`src/rtl/alt_vipvfr131_common_avalon_mm_master_if.sv`:
```
// Command, response, Avalon-MM and interrupt signals of the VIP control master.
// The master modport is the control-master side; the slave modport is the
// environment side (sequencer plus control slave).
interface alt_vipvfr131_common_avalon_mm_master_if #(
    parameter int unsigned AV_ADDRESS_WIDTH = 5,
    parameter int unsigned AV_DATA_WIDTH    = 16
);
    logic                        cmd_valid;
    logic                        cmd_ready;
    logic                        cmd_write;
    logic [AV_ADDRESS_WIDTH-1:0] cmd_address;
    logic [AV_DATA_WIDTH-1:0]    cmd_writedata;

    logic                        rsp_valid;
    logic                        rsp_write;
    logic [AV_DATA_WIDTH-1:0]    rsp_readdata;

    logic [AV_ADDRESS_WIDTH-1:0] av_address;
    logic                        av_read;
    logic                        av_write;
    logic [AV_DATA_WIDTH-1:0]    av_writedata;
    logic [AV_DATA_WIDTH-1:0]    av_readdata;
    logic                        av_waitrequest;

    logic                        irq;
    logic                        irq_status_valid;
    logic [AV_DATA_WIDTH-1:0]    irq_status;

    modport master (
        input  cmd_valid, cmd_write, cmd_address, cmd_writedata,
        output cmd_ready,
        output rsp_valid, rsp_write, rsp_readdata,
        output av_address, av_read, av_write, av_writedata,
        input  av_readdata, av_waitrequest,
        input  irq,
        output irq_status_valid, irq_status
    );

    modport slave (
        output cmd_valid, cmd_write, cmd_address, cmd_writedata,
        input  cmd_ready,
        input  rsp_valid, rsp_write, rsp_readdata,
        input  av_address, av_read, av_write, av_writedata,
        output av_readdata, av_waitrequest,
        output irq,
        input  irq_status_valid, irq_status
    );
endinterface

```
`src/rtl/alt_vipvfr131_common_avalon_mm_master.sv`:
```
// Avalon-MM control master: turns single commands into single-word Avalon
// read/write transfers and services the slave interrupt line by reading the
// interrupt register and writing the same value back to clear it.
module alt_vipvfr131_common_avalon_mm_master #(
    parameter int unsigned AV_ADDRESS_WIDTH = 5,
    parameter int unsigned AV_DATA_WIDTH    = 16,
    parameter int unsigned READ_LATENCY     = 1,
    parameter int unsigned IRQ_ENABLE       = 1,
    parameter int unsigned IRQ_ADDRESS      = 2
) (
    input  logic clk_i,
    input  logic rst_i,   // asynchronous, active low
    alt_vipvfr131_common_avalon_mm_master_if.master bus
);

    localparam int unsigned CW = $clog2(READ_LATENCY + 1);
    localparam logic [CW-1:0] LAT = CW'(READ_LATENCY);
    localparam logic [AV_ADDRESS_WIDTH-1:0] IRQ_ADDR = AV_ADDRESS_WIDTH'(IRQ_ADDRESS);

    typedef enum logic [2:0] {
        IDLE,
        CMD_WR,
        CMD_RD,
        RD_WAIT,
        IRQ_RD,
        IRQ_WAIT,
        IRQ_CLR
    } state_t;

    state_t                      state_q, state_d;
    logic [AV_ADDRESS_WIDTH-1:0] addr_q, addr_d;
    logic [AV_DATA_WIDTH-1:0]    wdata_q, wdata_d;
    logic [CW-1:0]               cnt_q, cnt_d;
    logic [AV_DATA_WIDTH-1:0]    cap_q, cap_d;
    logic                        rsp_valid_q, rsp_valid_d;
    logic                        rsp_write_q, rsp_write_d;
    logic [AV_DATA_WIDTH-1:0]    rsp_rdata_q, rsp_rdata_d;
    logic                        irqv_q, irqv_d;
    logic [AV_DATA_WIDTH-1:0]    irqs_q, irqs_d;

    logic irq_req;

    assign irq_req = (IRQ_ENABLE != 0) && bus.irq;

    // State and datapath registers; reset aborts any transfer in flight.
    always_ff @(posedge clk_i or negedge rst_i) begin
        if (!rst_i) begin
            state_q     <= IDLE;
            addr_q      <= '0;
            wdata_q     <= '0;
            cnt_q       <= '0;
            cap_q       <= '0;
            rsp_valid_q <= 1'b0;
            rsp_write_q <= 1'b0;
            rsp_rdata_q <= '0;
            irqv_q      <= 1'b0;
            irqs_q      <= '0;
        end else begin
            state_q     <= state_d;
            addr_q      <= addr_d;
            wdata_q     <= wdata_d;
            cnt_q       <= cnt_d;
            cap_q       <= cap_d;
            rsp_valid_q <= rsp_valid_d;
            rsp_write_q <= rsp_write_d;
            rsp_rdata_q <= rsp_rdata_d;
            irqv_q      <= irqv_d;
            irqs_q      <= irqs_d;
        end
    end

    // Next-state logic: command acceptance, transfer completion, read-latency
    // counting and interrupt service sequencing.
    always_comb begin
        state_d     = state_q;
        addr_d      = addr_q;
        wdata_d     = wdata_q;
        cnt_d       = cnt_q;
        cap_d       = cap_q;
        rsp_valid_d = 1'b0;
        rsp_write_d = rsp_write_q;
        rsp_rdata_d = rsp_rdata_q;
        irqv_d      = 1'b0;
        irqs_d      = irqs_q;

        unique case (state_q)
            IDLE: begin
                // Interrupt service wins over a pending command.
                if (irq_req) begin
                    state_d = IRQ_RD;
                end else if (bus.cmd_valid) begin
                    addr_d  = bus.cmd_address;
                    wdata_d = bus.cmd_writedata;
                    state_d = bus.cmd_write ? CMD_WR : CMD_RD;
                end
            end
            CMD_WR: begin
                if (!bus.av_waitrequest) begin
                    state_d     = IDLE;
                    rsp_valid_d = 1'b1;
                    rsp_write_d = 1'b1;
                    rsp_rdata_d = '0;
                end
            end
            CMD_RD: begin
                if (!bus.av_waitrequest) begin
                    state_d = RD_WAIT;
                    cnt_d   = CW'(1);
                end
            end
            RD_WAIT: begin
                if (cnt_q == LAT) begin
                    state_d     = IDLE;
                    cnt_d       = '0;
                    rsp_valid_d = 1'b1;
                    rsp_write_d = 1'b0;
                    rsp_rdata_d = bus.av_readdata;
                end else begin
                    cnt_d = cnt_q + 1'b1;
                end
            end
            IRQ_RD: begin
                if (!bus.av_waitrequest) begin
                    state_d = IRQ_WAIT;
                    cnt_d   = CW'(1);
                end
            end
            IRQ_WAIT: begin
                if (cnt_q == LAT) begin
                    cnt_d = '0;
                    cap_d = bus.av_readdata;
                    if (bus.av_readdata != '0) begin
                        state_d = IRQ_CLR;
                    end else begin
                        // Spurious interrupt: nothing to clear, report zero.
                        state_d = IDLE;
                        irqv_d  = 1'b1;
                        irqs_d  = '0;
                    end
                end else begin
                    cnt_d = cnt_q + 1'b1;
                end
            end
            IRQ_CLR: begin
                if (!bus.av_waitrequest) begin
                    state_d = IDLE;
                    irqv_d  = 1'b1;
                    irqs_d  = cap_q;
                end
            end
            default: begin
                state_d = IDLE;
            end
        endcase
    end

    // Bus-facing outputs decoded from state; address/data are zero without a strobe.
    always_comb begin
        bus.cmd_ready    = (state_q == IDLE) && !irq_req;
        bus.av_read      = 1'b0;
        bus.av_write     = 1'b0;
        bus.av_address   = '0;
        bus.av_writedata = '0;

        unique case (state_q)
            CMD_WR: begin
                bus.av_write     = 1'b1;
                bus.av_address   = addr_q;
                bus.av_writedata = wdata_q;
            end
            CMD_RD: begin
                bus.av_read    = 1'b1;
                bus.av_address = addr_q;
            end
            IRQ_RD: begin
                bus.av_read    = 1'b1;
                bus.av_address = IRQ_ADDR;
            end
            IRQ_CLR: begin
                bus.av_write     = 1'b1;
                bus.av_address   = IRQ_ADDR;
                bus.av_writedata = cap_q;
            end
            default: begin
            end
        endcase

        bus.rsp_valid        = rsp_valid_q;
        bus.rsp_write        = rsp_write_q;
        bus.rsp_readdata     = rsp_rdata_q;
        bus.irq_status_valid = irqv_q;
        bus.irq_status       = irqs_q;
    end

endmodule
```
`src/flat_wrapper.sv`:
```
// flat-port wrapper written by rule: the top's interface ports become plain ports
module alt_vipvfr131_common_avalon_mm_master_flat 
#(
    parameter int unsigned AV_ADDRESS_WIDTH = 5,
    parameter int unsigned AV_DATA_WIDTH    = 16,
    parameter int unsigned READ_LATENCY     = 1,
    parameter int unsigned IRQ_ENABLE       = 1,
    parameter int unsigned IRQ_ADDRESS      = 2
)
  (clk_i, rst_i, bus_cmd_valid, bus_cmd_write, bus_cmd_address, bus_cmd_writedata, bus_cmd_ready, bus_rsp_valid, bus_rsp_write, bus_rsp_readdata, bus_av_address, bus_av_read, bus_av_write, bus_av_writedata, bus_av_readdata, bus_av_waitrequest, bus_irq, bus_irq_status_valid, bus_irq_status);
  alt_vipvfr131_common_avalon_mm_master_if #(.AV_ADDRESS_WIDTH(AV_ADDRESS_WIDTH), .AV_DATA_WIDTH(AV_DATA_WIDTH)) bus_i ();
  input  logic clk_i;
  input  logic rst_i;
  input wire logic [$bits(bus_i.cmd_valid)-1:0] bus_cmd_valid;
  input wire logic [$bits(bus_i.cmd_write)-1:0] bus_cmd_write;
  input wire logic [$bits(bus_i.cmd_address)-1:0] bus_cmd_address;
  input wire logic [$bits(bus_i.cmd_writedata)-1:0] bus_cmd_writedata;
  output wire logic [$bits(bus_i.cmd_ready)-1:0] bus_cmd_ready;
  output wire logic [$bits(bus_i.rsp_valid)-1:0] bus_rsp_valid;
  output wire logic [$bits(bus_i.rsp_write)-1:0] bus_rsp_write;
  output wire logic [$bits(bus_i.rsp_readdata)-1:0] bus_rsp_readdata;
  output wire logic [$bits(bus_i.av_address)-1:0] bus_av_address;
  output wire logic [$bits(bus_i.av_read)-1:0] bus_av_read;
  output wire logic [$bits(bus_i.av_write)-1:0] bus_av_write;
  output wire logic [$bits(bus_i.av_writedata)-1:0] bus_av_writedata;
  input wire logic [$bits(bus_i.av_readdata)-1:0] bus_av_readdata;
  input wire logic [$bits(bus_i.av_waitrequest)-1:0] bus_av_waitrequest;
  input wire logic [$bits(bus_i.irq)-1:0] bus_irq;
  output wire logic [$bits(bus_i.irq_status_valid)-1:0] bus_irq_status_valid;
  output wire logic [$bits(bus_i.irq_status)-1:0] bus_irq_status;
  assign bus_i.cmd_valid = bus_cmd_valid;
  assign bus_i.cmd_write = bus_cmd_write;
  assign bus_i.cmd_address = bus_cmd_address;
  assign bus_i.cmd_writedata = bus_cmd_writedata;
  assign bus_cmd_ready = bus_i.cmd_ready;
  assign bus_rsp_valid = bus_i.rsp_valid;
  assign bus_rsp_write = bus_i.rsp_write;
  assign bus_rsp_readdata = bus_i.rsp_readdata;
  assign bus_av_address = bus_i.av_address;
  assign bus_av_read = bus_i.av_read;
  assign bus_av_write = bus_i.av_write;
  assign bus_av_writedata = bus_i.av_writedata;
  assign bus_i.av_readdata = bus_av_readdata;
  assign bus_i.av_waitrequest = bus_av_waitrequest;
  assign bus_i.irq = bus_irq;
  assign bus_irq_status_valid = bus_i.irq_status_valid;
  assign bus_irq_status = bus_i.irq_status;
  alt_vipvfr131_common_avalon_mm_master #(.AV_ADDRESS_WIDTH(AV_ADDRESS_WIDTH), .AV_DATA_WIDTH(AV_DATA_WIDTH), .READ_LATENCY(READ_LATENCY), .IRQ_ENABLE(IRQ_ENABLE), .IRQ_ADDRESS(IRQ_ADDRESS)) u_core (.clk_i(clk_i), .rst_i(rst_i), .bus(bus_i));
endmodule
```
`config.mk`:
```
export PLATFORM = sky130hd
export DESIGN_NAME = alt_vipvfr131_common_avalon_mm_master_flat
export DESIGN_NICKNAME = d
export VERILOG_FILES = /design/src/rtl/alt_vipvfr131_common_avalon_mm_master_if.sv /design/src/rtl/alt_vipvfr131_common_avalon_mm_master.sv /design/src/flat_wrapper.sv
export SDC_FILE = /design/constraint.sdc
export NUM_CORES = 1
export LEC_CHECK = 0
export CORE_MARGIN = 4
export CORE_UTILIZATION = 48
export CTS_CLUSTER_DIAMETER = 30
export DETAILED_ROUTE_END_ITERATION = 16
export GPL_ROUTABILITY_DRIVEN = 0
export PLACE_DENSITY_LB_ADDON = 0.05
export SETUP_SLACK_MARGIN = 0.1
export SLEW_MARGIN = 10
export SYNTH_ARGS = -nofsm -noshare
export SYNTH_HDL_FRONTEND = slang
export SYNTH_SLANG_ARGS = --single-unit
export TNS_END_PERCENT = 5
```
`constraint.sdc`:
```
create_clock -name clk_i -period 2.72 [get_ports clk_i]
set_clock_uncertainty 0.2 [all_clocks]
set_input_delay 0.408 -clock clk_i [delete_from_list [all_inputs] [get_ports clk_i]]
set_output_delay 0.408 -clock clk_i [all_outputs]
set_load 0.02 [all_outputs]
```
==> run metrics <==
hpwl dp=6260 um; post-layout util=0.695; Worst setup EP type=output port; Final #Nets=456; total setup buffers inserted after CTS=0; slew at the pin closest to its max-slew limit=945 ps; Core ar.=between 0.006 and 0.007 mm^2; ratio of cells with drive above 1 in the final layout=0.189; met2 wire len=around 4300 um; fin area=around 0.0048 mm^2; I/O pins=between 100 and 150; register area share after synthesis=0.555; synthesized flop and latch total=76; fin crit share=0.942; Die X=between 90 and 100 um; worst path cell trace=buf_4 -> nor4_4 -> clkdlybuf4s50_1; initial antenna violation count=0; Cell Area, Synth=~0.0034 mm^2; Tmin final=2560 ps; Filler Cell Count=533; Max H-tree Level=3; Hold WC Path Type=input port to asynchronous set/reset pin; vias per cell=approximately 5.3; final setup violating endpoints=0; Initial Utilization=0.499; yosys warns=0; Port Buf Inserts=approximately 100; DR top layer=met4; sequential fraction of design power=0.387; clock-pin slew on the worst setup and hold paths=80 ps; post-synthesis cell count=307; gr usage total=0.216; Logic pwr share=0.416; top post-synthesis cells by area=dfrtp_1 (55%), mux2_2 (12%), nand2_1 (6.1%); Max clock buf depth=2; maximum VDD drop=~500 uV; register area=around 0.0019 mm^2; max_slew headroom=0.370; area of the multi-input gates=~0.0014 mm^2; first-pass GRT wire length=between 10000 and 15000 um; CP peak stage delay=around 650 ps; Clock Power Share=0.196; die height=92.5 um; DIE AREA=~0.0086 mm^2; Slowest-stage cell, CP=clkdlybuf4s50_1; Fin Setup TNS=0 ps; syn nets=350; total grt overflow=0; WL met3=between 700 and 800 um; status=completed; via count=2734; drt pass-1 iters=4; ant diodes=0; Rows=30; Avg Cell Area, Syn=11.2 um^2; Sinks on Clock Net=76; DR iter-0 viols=about 170; Tot Pwr=between 5 and 6 mW; placed instance area=roughly 0.0046 mm^2; number of global-route vias before repair=2696; Sw Ratio=0.371; type of origin of the critical path=register; area delta synth->final=39.3%; post-synth top area cell=dfrtp_1; leakage power=2.18 nW; crit-path max FO=8; share of the synthesized area in the top cell type=0.555; crit path DAT=between 1500 and 2000 ps; CTS tree=built; WP data required=2110 ps; P per Cell Area=between 1000 and 1500 mW/mm^2; CP Class=register to output port; DRC Markers=0; Slew Limit Fails=0; NetSw=1.88 mW; Fin. Hold Viols=0; Max-cap violations=0; total CTS buffers=9; Max Clock Freq=around 0.39 GHz; Worst-Skew Late Latency=roughly 340 ps; Met1 Routed Length=3890 um; root buffer cell=clkbuf_8; drt wl/cell=~17 um; DRT Wirelength=around 9000 um; largest net degree at the start of global routing=77; internal power=~3.2 mW; RSZ-0062 raised after global routing=true; count of different cell masters after synthesis=43; remaining antenna violation count=0
==> layout make-up <==
class                   instances  share of cell area
inverters                       3             0.00288
flip-flops and latches         76               0.399
clock inverters                 6              0.0196
repair buffers                114               0.229
clock buffers                  10              0.0288
well taps                      96              0.0251
multi-input cells             209               0.296
==> cell usage in the layout (no fill, tap or decap), types with 10 or more instances in the layout <==
| cell | instances |
|---|---|
| nand3_1 | 32 |
| mux2_2 | 37 |
| o21ai_0 | 16 |
| nand2_1 | 56 |
| clkbuf_8 | 10 |
| dfrtp_1 | 74 |
| buf_4 | 13 |
| clkdlybuf4s50_1 | 77 |
| a22o_1 | 17 |
| dlygate4sd2_1 | 22 |
==> power groups by stage <==
stage,combinational (mW),clock [mW],sequential [mW]
2_1_floorplan,1.14,0,2.04
3_3_place_gp,2.15,0,1.98
3_5_place_dp,2.20,0,1.97
4_1_cts,2.13,1.01,1.96
5_1_grt,2.28,1.08,2.02
6_report,2.11,0.993,1.96
==> cell usage after synthesis <==
| cell type | number |
|---|---|
| and3b_1 | 1 |
| o21ai_1 | 3 |
| a211o_1 | 1 |
| nor2b_1 | 2 |
| and3_1 | 1 |
| buf_2 | 13 |
| nand3_1 | 32 |
| a21oi_1 | 5 |
| nor2_1 | 5 |
| nor3_2 | 1 |
| o22ai_1 | 1 |
| nor3b_1 | 1 |
| and2_1 | 4 |
| nor2_2 | 1 |
| clkbuf_1 | 2 |
| a22oi_1 | 1 |
| or3b_4 | 1 |
| and2b_1 | 1 |
| o31ai_1 | 1 |
| buf_6 | 2 |
| inv_1 | 2 |
| a2bb2oi_4 | 1 |
| nand3_2 | 1 |
| buf_4 | 1 |
| nand3b_1 | 1 |
| nand4_1 | 1 |
| nand2b_1 | 4 |
| or3_1 | 1 |
| mux2_2 | 37 |
| a221oi_2 | 1 |
| inv_4 | 1 |
| o32a_1 | 1 |
| nor4_1 | 4 |
| o21ai_0 | 16 |
| nand2_1 | 56 |
| a22o_1 | 17 |
| clkbuf_2 | 1 |
| nor4_4 | 2 |
| xnor2_1 | 1 |
| o21bai_1 | 1 |
| dfrtp_1 | 76 |
| xor2_1 | 1 |
| a31oi_1 | 1 |
==> kinds of logic after synthesis <==
| logic type | synth area share |
|---|---|
| XOR/XNOR | 0.00511 |
| multiplexers | 0.122 |
| AO/OA/AOI/OAI | 0.106 |
| AND/OR/NAND/NOR | 0.177 |
| buffers and inverters | 0.0354 |
| flip-flops | 0.555 |
==> registers in the layout, summed over array words and instances, names as in the netlist <==
register / cells
u_core.state_q: 3
u_core.cap_q: 16
u_core.addr_q: 5
u_core.bus.irq_status: 16
u_core.bus.rsp_valid: 1
u_core.bus.irq_status_valid: 1
u_core.cnt_q: 1
u_core.bus.rsp_readdata: 16
u_core.bus.rsp_write: 1
u_core.wdata_q: 16
==> stage by stage <==
step           setup slack [ps]  hold WS (ps)  instances
4_1_cts                     121          46.0        514
3_5_place_dp                297           255        498
3_3_place_gp                335           250        498
6_report                    157          9.09        514
5_1_grt                    54.7          65.1        514
2_1_floorplan               654         -87.6        307
==> metal layers <==
| layer | track usage | vias to the layer above |
|---|---|---|
| met1 | 0.294 | 1330 |
| met4 | 0.0483 | 0 |
| met2 | 0.344 | 99 |
| met3 | 0.0617 | 6 |
| met5 | 0 | - |
| li1 | - | 1299 |
==> repair_timing <==
action,CTS,global route
resized for setup,25,1
cloned,0,0
hold buffers,0,0
setup endpoints to repair,24,14
==> path summary, 6_finish.rpt <==
kind / slack [ps] / start / cells past startpoint / endpoint
setup / recovery: 160 / u_core.state_q[0] / 3 / bus_cmd_ready
hold / removal: 9 / rst_i / 1 / u_core.cnt_q
setup reg to reg: 740 / u_core.state_q[1] / 5 / u_core.bus.irq_status[11]
hold reg to reg: 270 / u_core.bus.rsp_readdata[0] / 2 / u_core.bus.rsp_readdata[0]
max in group asynchronous: 1650 / rst_i / 1 / u_core.state_q[0]
min in group clk_i: 270 / u_core.bus.rsp_readdata[0] / 2 / u_core.bus.rsp_readdata[0]
==> critical path, delay by kind of cell (launching register included) <==
kind / cells / cell delay [ps]
buf+inv: 2 / 830
flops: 1 / 490
simple gates: 1 / 290
(Power assumes the default switching activity.)
